[src/rtl/fetch_unit_pkg.sv]
// Shared definitions for the fetch stage: widths, opcode values and fetch state encoding.
package fetch_unit_pkg;

  localparam int ADDR_W  = 8;
  localparam int INSTR_W = 16;

  localparam logic [3:0]        OPC_HALT = 4'b1111;
  localparam logic [3:0]        OPC_NOP  = 4'b0000;
  localparam logic [ADDR_W-1:0] RESET_PC = 8'd0;

  typedef enum logic {
    FS_FETCH  = 1'b0,
    FS_HALTED = 1'b1
  } fetch_state_e;

  function automatic logic is_halt(input logic [INSTR_W-1:0] instr);
    return (instr[15:12] == OPC_HALT);
  endfunction

endpackage

[src/rtl/fetch_unit_if.sv]
// Valid/ready channel carrying a fetched instruction and its address to decode.
interface fetch_unit_if;
  import fetch_unit_pkg::*;

  logic               out_valid;
  logic               out_ready;
  logic [INSTR_W-1:0] out_instr;
  logic [ADDR_W-1:0]  out_pc;

  modport master (output out_valid, output out_instr, output out_pc, input out_ready);
  modport slave  (input out_valid, input out_instr, input out_pc, output out_ready);
endinterface

[src/rtl/fetch_unit.sv]
// Instruction fetch stage: owns the PC, addresses the combinational ROM and registers
// each word for decode. Fetch stops on HALT and restarts only on a branch redirect.
module fetch_unit
  import fetch_unit_pkg::*;
(
  input  logic               clk,
  input  logic               rst,
  output logic [ADDR_W-1:0]  imem_addr,
  input  logic [INSTR_W-1:0] imem_instr,
  input  logic               branch_valid,
  input  logic [ADDR_W-1:0]  branch_target,
  fetch_unit_if.master       dec,
  output logic               halted
);

  fetch_state_e       state_r;
  logic [ADDR_W-1:0]  pc_r;
  logic               valid_r;
  logic [INSTR_W-1:0] instr_r;
  logic [ADDR_W-1:0]  opc_r;
  logic               load_s;

  // A branch always suppresses the load so a HALT word under a redirect is never captured.
  always_comb begin
    load_s = (state_r == FS_FETCH) && (!valid_r || dec.out_ready) && !branch_valid;
  end

  // PC, output register and fetch FSM advance together.
  always_ff @(posedge clk or posedge rst) begin
    if (rst) begin
      state_r <= FS_FETCH;
      pc_r    <= RESET_PC;
      valid_r <= 1'b0;
      instr_r <= 16'h0000;
      opc_r   <= 8'd0;
    end else begin
      if (branch_valid) begin
        pc_r    <= branch_target;
        valid_r <= 1'b0;
        state_r <= FS_FETCH;
      end else if (load_s) begin
        instr_r <= imem_instr;
        opc_r   <= pc_r;
        valid_r <= 1'b1;
        if (is_halt(imem_instr)) begin
          state_r <= FS_HALTED;
        end else begin
          pc_r <= pc_r + 8'd1;
        end
      end else if (valid_r && dec.out_ready) begin
        valid_r <= 1'b0;
      end else begin
        valid_r <= valid_r;
      end
    end
  end

  assign imem_addr     = pc_r;
  assign dec.out_valid = valid_r;
  assign dec.out_instr = instr_r;
  assign dec.out_pc    = opc_r;
  assign halted        = (state_r == FS_HALTED);

endmodule
[src/flat_wrapper.sv]
// flat-port wrapper written by rule: the top's interface ports become plain ports
module fetch_unit_flat import fetch_unit_pkg::*;
  (clk, rst, imem_addr, imem_instr, branch_valid, branch_target, halted, dec_out_valid, dec_out_instr, dec_out_pc, dec_out_ready);
  fetch_unit_if dec_i ();
  input  logic clk;
  input  logic rst;
  output logic [ADDR_W-1:0] imem_addr;
  input  logic [INSTR_W-1:0] imem_instr;
  input  logic branch_valid;
  input  logic [ADDR_W-1:0] branch_target;
  output logic halted;
  output wire logic [$bits(dec_i.out_valid)-1:0] dec_out_valid;
  output wire logic [$bits(dec_i.out_instr)-1:0] dec_out_instr;
  output wire logic [$bits(dec_i.out_pc)-1:0] dec_out_pc;
  input wire logic [$bits(dec_i.out_ready)-1:0] dec_out_ready;
  assign dec_out_valid = dec_i.out_valid;
  assign dec_out_instr = dec_i.out_instr;
  assign dec_out_pc = dec_i.out_pc;
  assign dec_i.out_ready = dec_out_ready;
  fetch_unit u_core (.clk(clk), .rst(rst), .imem_addr(imem_addr), .imem_instr(imem_instr), .branch_valid(branch_valid), .branch_target(branch_target), .dec(dec_i), .halted(halted));
endmodule
[config.mk]
export PLATFORM = sky130hd
export DESIGN_NAME = fetch_unit_flat
export DESIGN_NICKNAME = d
export VERILOG_FILES = /design/src/rtl/fetch_unit_pkg.sv /design/src/rtl/fetch_unit_if.sv /design/src/rtl/fetch_unit.sv /design/src/flat_wrapper.sv
export SDC_FILE = /design/constraint.sdc
export NUM_CORES = 1
export LEC_CHECK = 0
export ABC_AREA = 1
export BUFFER_PORTS_ARGS = -buffer_cell sky130_fd_sc_hd__buf_4
export CORE_MARGIN = 1.5
export CORE_UTILIZATION = 37
export CTS_CLUSTER_SIZE = 24
export DETAILED_ROUTE_END_ITERATION = 10
export SETUP_SLACK_MARGIN = 0.15
export SLEW_MARGIN = 20
export SYNTH_ARGS = -nofsm -noshare
export SYNTH_HDL_FRONTEND = slang
export SYNTH_SLANG_ARGS = --single-unit
[constraint.sdc]
create_clock -name clk -period 3.2 [get_ports clk]
set_input_delay 0.16 -clock clk [delete_from_list [all_inputs] [get_ports clk]]
set_output_delay 0.16 -clock clk [all_outputs]
set_load 0.01 [all_outputs]
==> results of run 1 <==
critical path, cell delays in order (launching register included):
cell,delay (ns)
dfrtp_1,0.39
inv_1,0.11
nand2_4,0.08
nor2_8,0.23
inv_4,0.20
nand2_1,0.12
o21ai_2,0.05
final timing paths:
kind / endpoint / cells past startpoint
max: u_core.dec.out_pc[3] / 6
min: u_core.imem_addr[0] / 2
max reg2reg: u_core.dec.out_pc[3] / 6
min reg2reg: u_core.dec.out_instr[3] / 2
max in group asynchronous: u_core.dec.out_instr[5] / 3
min in group clk: u_core.dec.out_instr[2] / 3
metal layers:
layer | vias to the layer above | part of all wire | GRT usage
met3 | 7 | 0.068 | 0.0523
met2 | 49 | 0.44 | 0.238
met5 | - | 0 | 0
met4 | 0 | 0.016 | 0.0588
met1 | 629 | 0.48 | 0.222
li1 | 729 | - | -
registers in the layout (all words and copies together) (netlist names):
| register | count |
|---|---|
| u_core.dec.out_instr | 16 |
| u_core.dec.out_valid | 1 |
| u_core.imem_addr | 8 |
| u_core.halted | 1 |
| u_core.dec.out_pc | 8 |
logic make-up after synthesis:
logic type               Yosys count  synth area share
flip-flops                        34             0.523
adder cells (fa/ha/maj)            1           0.00769
AO/OA/AOI/OAI                     17            0.0738
AND/OR/NAND/NOR                  124             0.321
buffers and inverters             20            0.0746
power by group:
group          leakage, nW  internal [mW]  switching [mW]
logic                0.727          0.161           0.172
registers            0.417          0.499          0.0592
clock network       0.0482          0.173           0.149
layout by cell type, fill, tap and decap left out, drive strengths merged:
cell type and instances:
a21oi 1, buf 62, clkbuf 7, clkinv 1, dfrtp 34, ha 1
inv 14, nand2 100, nand3 9, nand4 1, nor2 13, nor3 1
o21ai 15, o22ai 1
per-stage QoR:
stage	power [mW]	setup WS, ns	utilization	hold slack (ns)
after CTS	1.23	1.88	0.530	0.0556
after detailed placement	0.904	1.89	0.508	0.364
after global placement	0.901	1.91	0.508	0.363
final	1.21	1.89	0.530	0.0337
after floorplan	0.740	2.01	-	0.277
after global routing	1.30	1.76	0.530	0.0763
synthesized netlist by cell type:
| cell type | n | area (µm²) |
|---|---|---|
| dfrtp_1 | 34 | 851 |
| nand2_2 | 4 | 25.0 |
| a21oi_1 | 1 | 5.00 |
| inv_2 | 1 | 3.75 |
| nand2_1 | 94 | 353 |
| nor2_8 | 1 | 20.0 |
| o21ai_0 | 3 | 15.0 |
| nor2_1 | 12 | 45.0 |
| nand4_1 | 1 | 6.26 |
| nand3_1 | 9 | 45.0 |
| o21ai_1 | 3 | 15.0 |
| o22ai_1 | 1 | 6.26 |
| nor3_1 | 1 | 5.00 |
| o21ai_2 | 9 | 78.8 |
| inv_4 | 2 | 12.5 |
| ha_1 | 1 | 12.5 |
| buf_6 | 5 | 56.3 |
| inv_1 | 11 | 41.3 |
| buf_4 | 1 | 7.51 |
| nand2_4 | 2 | 22.5 |
cell type report:
class | count | area, µm² | area share
inverters | 14 | 57.6 | 0.0264
multi-input cells | 142 | 654 | 0.300
well taps | 50 | 62.6 | 0.0287
clock buffers | 7 | 86.3 | 0.0396
clock inverters | 1 | 5.00 | 0.00229
repair buffers | 62 | 465 | 0.213
flip-flops and latches | 34 | 851 | 0.390
==> impl_metrics.json, run 1 <==
{
  "worst_ep_arrival_time_ns": 1.48,
  "path_class": "reg -> reg",
  "dr.pass1.iters": 4,
  "dpl_cell_area_um2": 2090,
  "final_layout_size_suffix_gt1_frac": 0.338,
  "clockBufferDepth": 2,
  "start_util": 0.395,
  "peakVddDrop_uv": 276,
  "critPathLaunchType": "flop",
  "post_cts_resized": 0,
  "power_density_nw_per_um2": 556,
  "stdcell_count": 310,
  "hold_violations": 0,
  "synthDistinctLibCells": 20,
  "gp_congestion": 0.776,
  "hp-class": "in -> async",
  "worstSetupStartpoint": "u_core.halted",
  "rsz0062_at_grt": "false",
  "grt_pass1_vias": 1296,
  "port-buffer-count": 61,
  "timing.fmax_mhz": 763,
  "drt_iter0_drc": 140,
  "syn_nets": 225,
  "cts.sinks": 34,
  "tritoncts": "built",
  "ys_seq_elements": 34,
  "diodes": 0,
  "place_hpwl_um": 2670,
  "die_h_um": 69.3,
  "antenna_found_initial": 0,
  "die_width_um": 69.3,
  "tightest_slew_ns": 0.802,
  "p_leak_nw": 1.19,
  "clk_pin_slew_ns": 0.07,
  "worstPathMaxFanout": 32,
  "post-route-min-period_ns": 1.31,
  "status": "finished clean",
  "clk_latency_ns": 0.28,
  "avgViaCountPerCell": 4.56,
  "post_cts_buffers": 0,
  "fin_area_um2": 2180,
  "wl_per_cell_um": 11.7,
  "grt_pass1_wl_um": 6250,
  "fin_crit_sh": 0.409,
  "rrSetupSlack_ns": 1.89,
  "endpoint_kind": "flop",
  "fin_nets": 288,
  "row_count": 23,
  "io_pins": 62,
  "groute.usage.overall": 0.162,
  "vias": 1414,
  "fillCellCount": 411,
  "cp.required_ns": 3.37,
  "synthCells": 196,
  "relSlewSlack": 0.465,
  "root_buffer": "clkbuf_8",
  "clock_skew_ns": 0.00648,
  "holdBufCountCts": 0,
  "drv_cap": 0,
  "slew_viol_final": 0,
  "dieArea_um2": 4800,
  "area_growth_pct": 34.2,
  "gr-total-overflow": 0,
  "ys_seq_area_frac": 0.523,
  "setup_tns_ns": 0,
  "numCtsBuffers": 5,
  "htree_num_levels": 2,
  "synth.avg_cell_area_um2": 8.30,
  "post-place-cells": 302,
  "drc": 0,
  "synth-warning-count": 0,
  "grt_max_degree": 33,
  "routed_wl_um": 3630,
  "setup_violations": 0,
  "core_area_um2": 4120,
  "syn_area_um2": 1630,
  "ant_nets": 0,
  "reg2reg_from": "u_core.halted"
}
Note: power is estimated with default switching activity, not from simulation.
==> run 2: changes to the inputs <==
PLACE_DENSITY = 0.66   (was default)
clock period = 1.08 ns   (was 3.2 ns; I/O delays follow)
==> run 2 against run 1 <==
The flow now finishes with violations (negative setup slack). Register-to-register slack lost 2.0 ns. Clock-buffer cell count is the same. Clock power grew to 3.1 times the previous value. Cell area grew 35%. Combinational power grew to 4.9 times the previous value. First-iteration DRC count shrank 29%. Flip-flop and latch count is the same. Critical path depth is the same. Power grew to 3.5 times the previous value. Final cell count grew 15%. Global-route usage grew 3.0 points. Wire length grew 32%. Largest cell class is now non-clock buffers. Highest routed layer unchanged.
==> impl_metrics.json, run 2 (synthesis gave the netlist of run 1 again) <==
{
  "start_util": 0.395,
  "rsz0062_at_grt": "true",
  "die_h_um": 69.3,
  "area_growth_pct": 81.6,
  "drv_cap": 0,
  "hold_violations": 0,
  "relSlewSlack": 0.785,
  "gr-total-overflow": 0,
  "dp_slack_ns": -0.0850,
  "antenna_found_initial": 0,
  "clock_skew_ns": 0.00354,
  "critPathLaunchType": "flop",
  "mostFrequentLayoutCell": "buf_4",
  "core_area_um2": 4120,
  "status": "complete, but fails checks",
  "peakVddDrop_uv": 716,
  "fillCellCount": 298,
  "power_switching_share": 0.330,
  "gp_congestion": 0.834,
  "die_width_um": 69.3,
  "tightest_slew_ns": 0.320,
  "cp.required_ns": 1.30,
  "timing.fmax_mhz": 821,
  "drt_iter0_drc": 99,
  "routed_wl_um": 4800,
  "slew_viol_final": 0,
  "setup_tns_ns": -1.95,
  "ant_nets": 0,
  "worst_ep_arrival_time_ns": 1.43,
  "fin_nets": 335,
  "tritoncts": "built",
  "row_count": 23,
  "htree_num_levels": 2,
  "numCtsBuffers": 5,
  "path_class": "reg -> reg",
  "fin_crit_sh": 1.13,
  "grt_max_degree": 35,
  "io_pins": 62,
  "setup_violations": 33,
  "clockPowerShare": 0.229,
  "drc": 0,
  "largest_reg_flops": 16,
  "cts.sinks": 34,
  "wl_per_cell_um": 13.4,
  "power_frac_seq": 0.389,
  "clockBufferDepth": 2,
  "clk_pin_slew_ns": 0.07,
  "post-route-min-period_ns": 1.22,
  "fin_util": 0.718,
  "clk_latency_ns": 0.29,
  "p_leak_nw": 1.52,
  "port-buffer-count": 61,
  "final_layout_size_suffix_gt1_frac": 0.544,
  "combPwrFrac": 0.382,
  "p_int_mw": 2.89,
  "worst_slack_ns": -0.138,
  "place_hpwl_um": 2740,
  "violations": "negative setup slack",
  "worstPathMaxFanout": 4,
  "groute.usage.overall": 0.192,
  "avgViaCountPerCell": 4.78,
  "power_density_nw_per_um2": 1460,
  "total_power_mw": 4.30,
  "dr.pass1.iters": 4,
  "grt_pass1_wl_um": 7360,
  "root_buffer": "clkbuf_8",
  "vias": 1705,
  "mostFrequentLayoutCells": "buf_4, nand2_1, dfrtp_1",
  "endpoint_kind": "flop",
  "grt_pass1_vias": 1601,
  "dieArea_um2": 4800,
  "p_switching_mw": 1.42,
  "hp-class": "in -> reg",
  "diodes": 0
}
==> run 2: changes by cell type in the layout (fill, tap and decap cells not counted), sizes merged <==
| cell | delta |
|---|---|
| buf | +28 |
| dlygate4sd3 | +17 |
| clkbuf | +1 |
| clkinv | +1 |
| inv | -1 |
| nand2 | +1 |
==> run 2: final timing paths <==
kind / startpoint / endpoint / slack, ns / cells past startpoint
worst max-delay path: u_core.imem_addr[0] / u_core.imem_addr[2] / -0.14 / 6
worst min-delay path: branch_valid / u_core.dec.out_valid / 0.04 / 2
worst max register to register: u_core.imem_addr[0] / u_core.imem_addr[2] / -0.14 / 6
worst min register to register: u_core.dec.out_instr[8] / u_core.dec.out_instr[8] / 0.48 / 2
max in group asynchronous: rst / u_core.imem_addr[2] / 0.52 / 4
min in group asynchronous: rst / u_core.dec.out_pc[7] / 0.37 / 4
==> run 2: layout make-up <==
| cell class | instances | area (µm²) | share of cell area |
|---|---|---|---|
| Clock inverter | 1 | 5.00 | 0.00169 |
| Tap cell | 50 | 62.6 | 0.0212 |
| Sequential cell | 34 | 857 | 0.290 |
| Clock buffer | 7 | 86.3 | 0.0292 |
| Inverter | 14 | 72.6 | 0.0246 |
| Timing Repair Buffer | 108 | 996 | 0.337 |
| Multi-Input combinational cell | 143 | 875 | 0.296 |
==> run 2: routing by layer <==
| layer | global-route usage | wire length, µm | vias up |
|---|---|---|---|
| met5 | 0 | 0 | - |
| li1 | - | - | 833 |
| met1 | 0.239 | 2100 | 801 |
| met3 | 0.0509 | 227 | 9 |
| met2 | 0.314 | 2380 | 62 |
| met4 | 0.0806 | 96 | 0 |
==> run 2: power by group through the flow <==
stage	combinational, mW	clock, mW	sequential [mW]
finish	1.64	0.986	1.68
global route	1.77	1.07	1.70
CTS	1.32	1.00	1.68
detailed placement	1.13	0	1.69
global placement	1.11	0	1.68
floorplan	0.472	0	1.77
==> run 2: through the flow <==
step	instance area (µm²)	hold WS [ns]	std cells
2_1_floorplan	1670	0.171	196
3_3_place_gp	2250	0.123	313
3_5_place_dp	2250	0.124	313
4_1_cts	2670	0.0451	345
5_1_grt	2950	0.0549	357
6_report	2950	0.0444	357
==> run 2: timing repair <==
action	4_1_cts	5_1_grt
hold buffers	17	0
resized for setup	23	52
hold endpoints to repair	50	0
setup buffers	5	10
pin swaps	3	4
cloned	2	2
setup endpoints to repair	41	47
==> run 2: worst max-delay path: stages (launching register included) <==
cell and delay [ns]:
dfrtp_2 0.46, ha_4 0.20, nand3_1 0.10, o21ai_2 0.06, nor2_1 0.21, nand2_4 0.07, o21ai_2 0.05
==> run 3: changes to the inputs <==
TNS_END_PERCENT = 1   (was default)
==> run 3 against run 2 <==
The run still ends with negative setup slack left. Worst hold slack improved by 0.015 ns. Maximum frequency rose by 9.7%. Non-clock buffer count fell by 16. Power fell by 10%. Final cell count fell by 4.8%. First-iteration DRC count rose by 11%. Largest power group unchanged. Flip-flop and latch count did not move. Via count fell by 9.4%. Clock-buffer cell count did not move. Wire length fell by 14%. Die area did not move. Worst setup slack improved by 0.11 ns. Largest cell class is now flip-flops and latches.
==> impl_metrics.json, run 3 (synthesis gave the netlist of run 1 again) <==
{
  "avgViaCountPerCell": 4.54,
  "tightest_slew_ns": 0.208,
  "post-route-min-period_ns": 1.11,
  "hold_ws_ns": 0.0591,
  "ant_nets": 0,
  "hp-class": "in -> reg",
  "place_hpwl_um": 2660,
  "cpMaxStageDelayCell": "dfrtp_2",
  "drc": 0,
  "hold_violations": 0,
  "worstSetupStartpoint": "u_core.imem_addr[2]",
  "dpl_cell_area_um2": 2190,
  "dr.pass1.iters": 4,
  "worst_slack_ns": -0.0303,
  "max_stage_delay_ns": 0.43,
  "core_area_um2": 4120,
  "numCtsBuffers": 5,
  "setup_violations": 3,
  "post-place-cells": 313,
  "fin_crit_sh": 1.03,
  "path_depth": 3,
  "drt_iter0_drc": 110,
  "endpoint_kind": "output pin",
  "seqCellArea_um2": 857,
  "clock_skew_ns": 0.00574,
  "largest_reg_flops": 16,
  "fin_area_um2": 2550,
  "power_density_nw_per_um2": 1520,
  "gp_congestion": 0.797,
  "multi_input_area_um2": 688,
  "fillCellCount": 367,
  "mostFrequentLayoutCell": "nand2_1",
  "final_layout_size_suffix_gt1_frac": 0.390,
  "slew_viol_final": 0,
  "p_leak_nw": 1.34,
  "fin_nets": 318,
  "die_h_um": 69.3,
  "rrSetupSlack_ns": -0.01,
  "vias": 1544,
  "peakVddDrop_uv": 567,
  "topRoutingLayerUsed": "met4",
  "io_pins": 62,
  "path_class": "reg -> out",
  "grt_pass1_vias": 1491,
  "drv_cap": 0,
  "area_growth_pct": 56.6,
  "gr-total-overflow": 0,
  "wl_per_cell_um": 12.1,
  "relSlewSlack": 0.861,
  "endpoint": "imem_addr[2]",
  "wl_met1_um": 1860,
  "clockBufferDepth": 2,
  "timing.fmax_mhz": 901,
  "htree_num_levels": 2,
  "status": "complete, but fails checks",
  "grt_max_degree": 35,
  "wl_met2_um": 1970,
  "fin_util": 0.619,
  "critPathMostFrequentCell": "buf_6",
  "wl_met3_um": 224,
  "crit_family": "flip-flops",
  "stdcell_count": 340,
  "diodes": 0,
  "port-buffer-count": 61,
  "cp.required_ns": 1.03,
  "reg2reg_from": "u_core.imem_addr[0]",
  "start_util": 0.395,
  "mostFrequentLayoutCells": "nand2_1, buf_4, dfrtp_1",
  "worst_ep_arrival_time_ns": 1.06,
  "cp_cell_sequence": "buf_6 -> buf_6 -> buf_6",
  "dieArea_um2": 4800,
  "rsz0062_at_grt": "true",
  "violations": "negative setup slack",
  "clk_pin_slew_ns": 0.07,
  "worstPathMaxFanout": 5,
  "die_width_um": 69.3,
  "clk_latency_ns": 0.28,
  "rr_worst_depth": 7,
  "reg2reg_to": "u_core.imem_addr[4]",
  "root_buffer": "clkbuf_8",
  "grt_pass1_wl_um": 6780,
  "critPathLaunchType": "flop",
  "cts.sinks": 34,
  "row_count": 23,
  "tritoncts": "built",
  "crit_buf_inv": 3,
  "antenna_found_initial": 0,
  "routed_wl_um": 4110,
  "groute.usage.overall": 0.176
}
-- run 3: changes by cell type in the layout (fill, tap and decap cells not counted), sizes merged --
cell,change
buf,-15
clkbuf,-1
clkinv,-1
inv,+1
nand2,-1
-- run 3: area by class of cell --
type                    count  share of cell area
repair buffers             92               0.307
inverters                  14              0.0255
clock inverters             1             0.00196
multi-input cells         142               0.270
clock buffers               7              0.0339
well taps                  50              0.0246
flip-flops and latches     34               0.336
-- run 3: metal layers --
| layer | vias up | track usage |
|---|---|---|
| met2 | 55 | 0.283 |
| met4 | 0 | 0.0610 |
| met3 | 4 | 0.0436 |
| li1 | 788 | - |
| met5 | - | 0 |
| met1 | 697 | 0.231 |
-- run 3: worst min path at each step --
stage / start / slack, ns / end / depth (start not counted)
3_5_place_dp: rst / 0.12 / u_core.halted / 3
2_1_floorplan: imem_instr[10] / 0.17 / u_core.dec.out_instr[10] / 2
6_report: branch_valid / 0.06 / u_core.dec.out_valid / 2
4_1_cts: branch_valid / 0.06 / u_core.dec.out_valid / 2
3_3_place_gp: rst / 0.12 / u_core.dec.out_valid / 3
5_1_grt: branch_valid / 0.06 / u_core.dec.out_valid / 2
-- run 3: repair_timing --
action	CTS	global route
setup endpoints to repair	40	41
hold buffers	17	0
endpoints found under the hold margin	50	0
setup buffers	1	1
gates cloned	0	0
pin swaps	7	1
resized for setup	10	16
-- run 3: where the power goes --
group          switching [mW]  total [mW]  internal [mW]
logic                   0.601        1.26          0.655
clock network           0.442       0.956          0.514
registers               0.166        1.65           1.49
total                    1.21        3.86           2.65
-- run 3: metrics by stage --
stage / total power [mW] / TNS [ns] / setup slack, ns
final: 3.86 / -0.0449 / -0.0303
after global routing: 4.11 / -1.47 / -0.125
after CTS: 3.85 / -0.0983 / -0.0502
after detailed placement: 2.78 / -0.393 / -0.0598
after global placement: 2.76 / -0.0810 / -0.0160
after floorplan: 2.20 / -1.08 / -0.0713
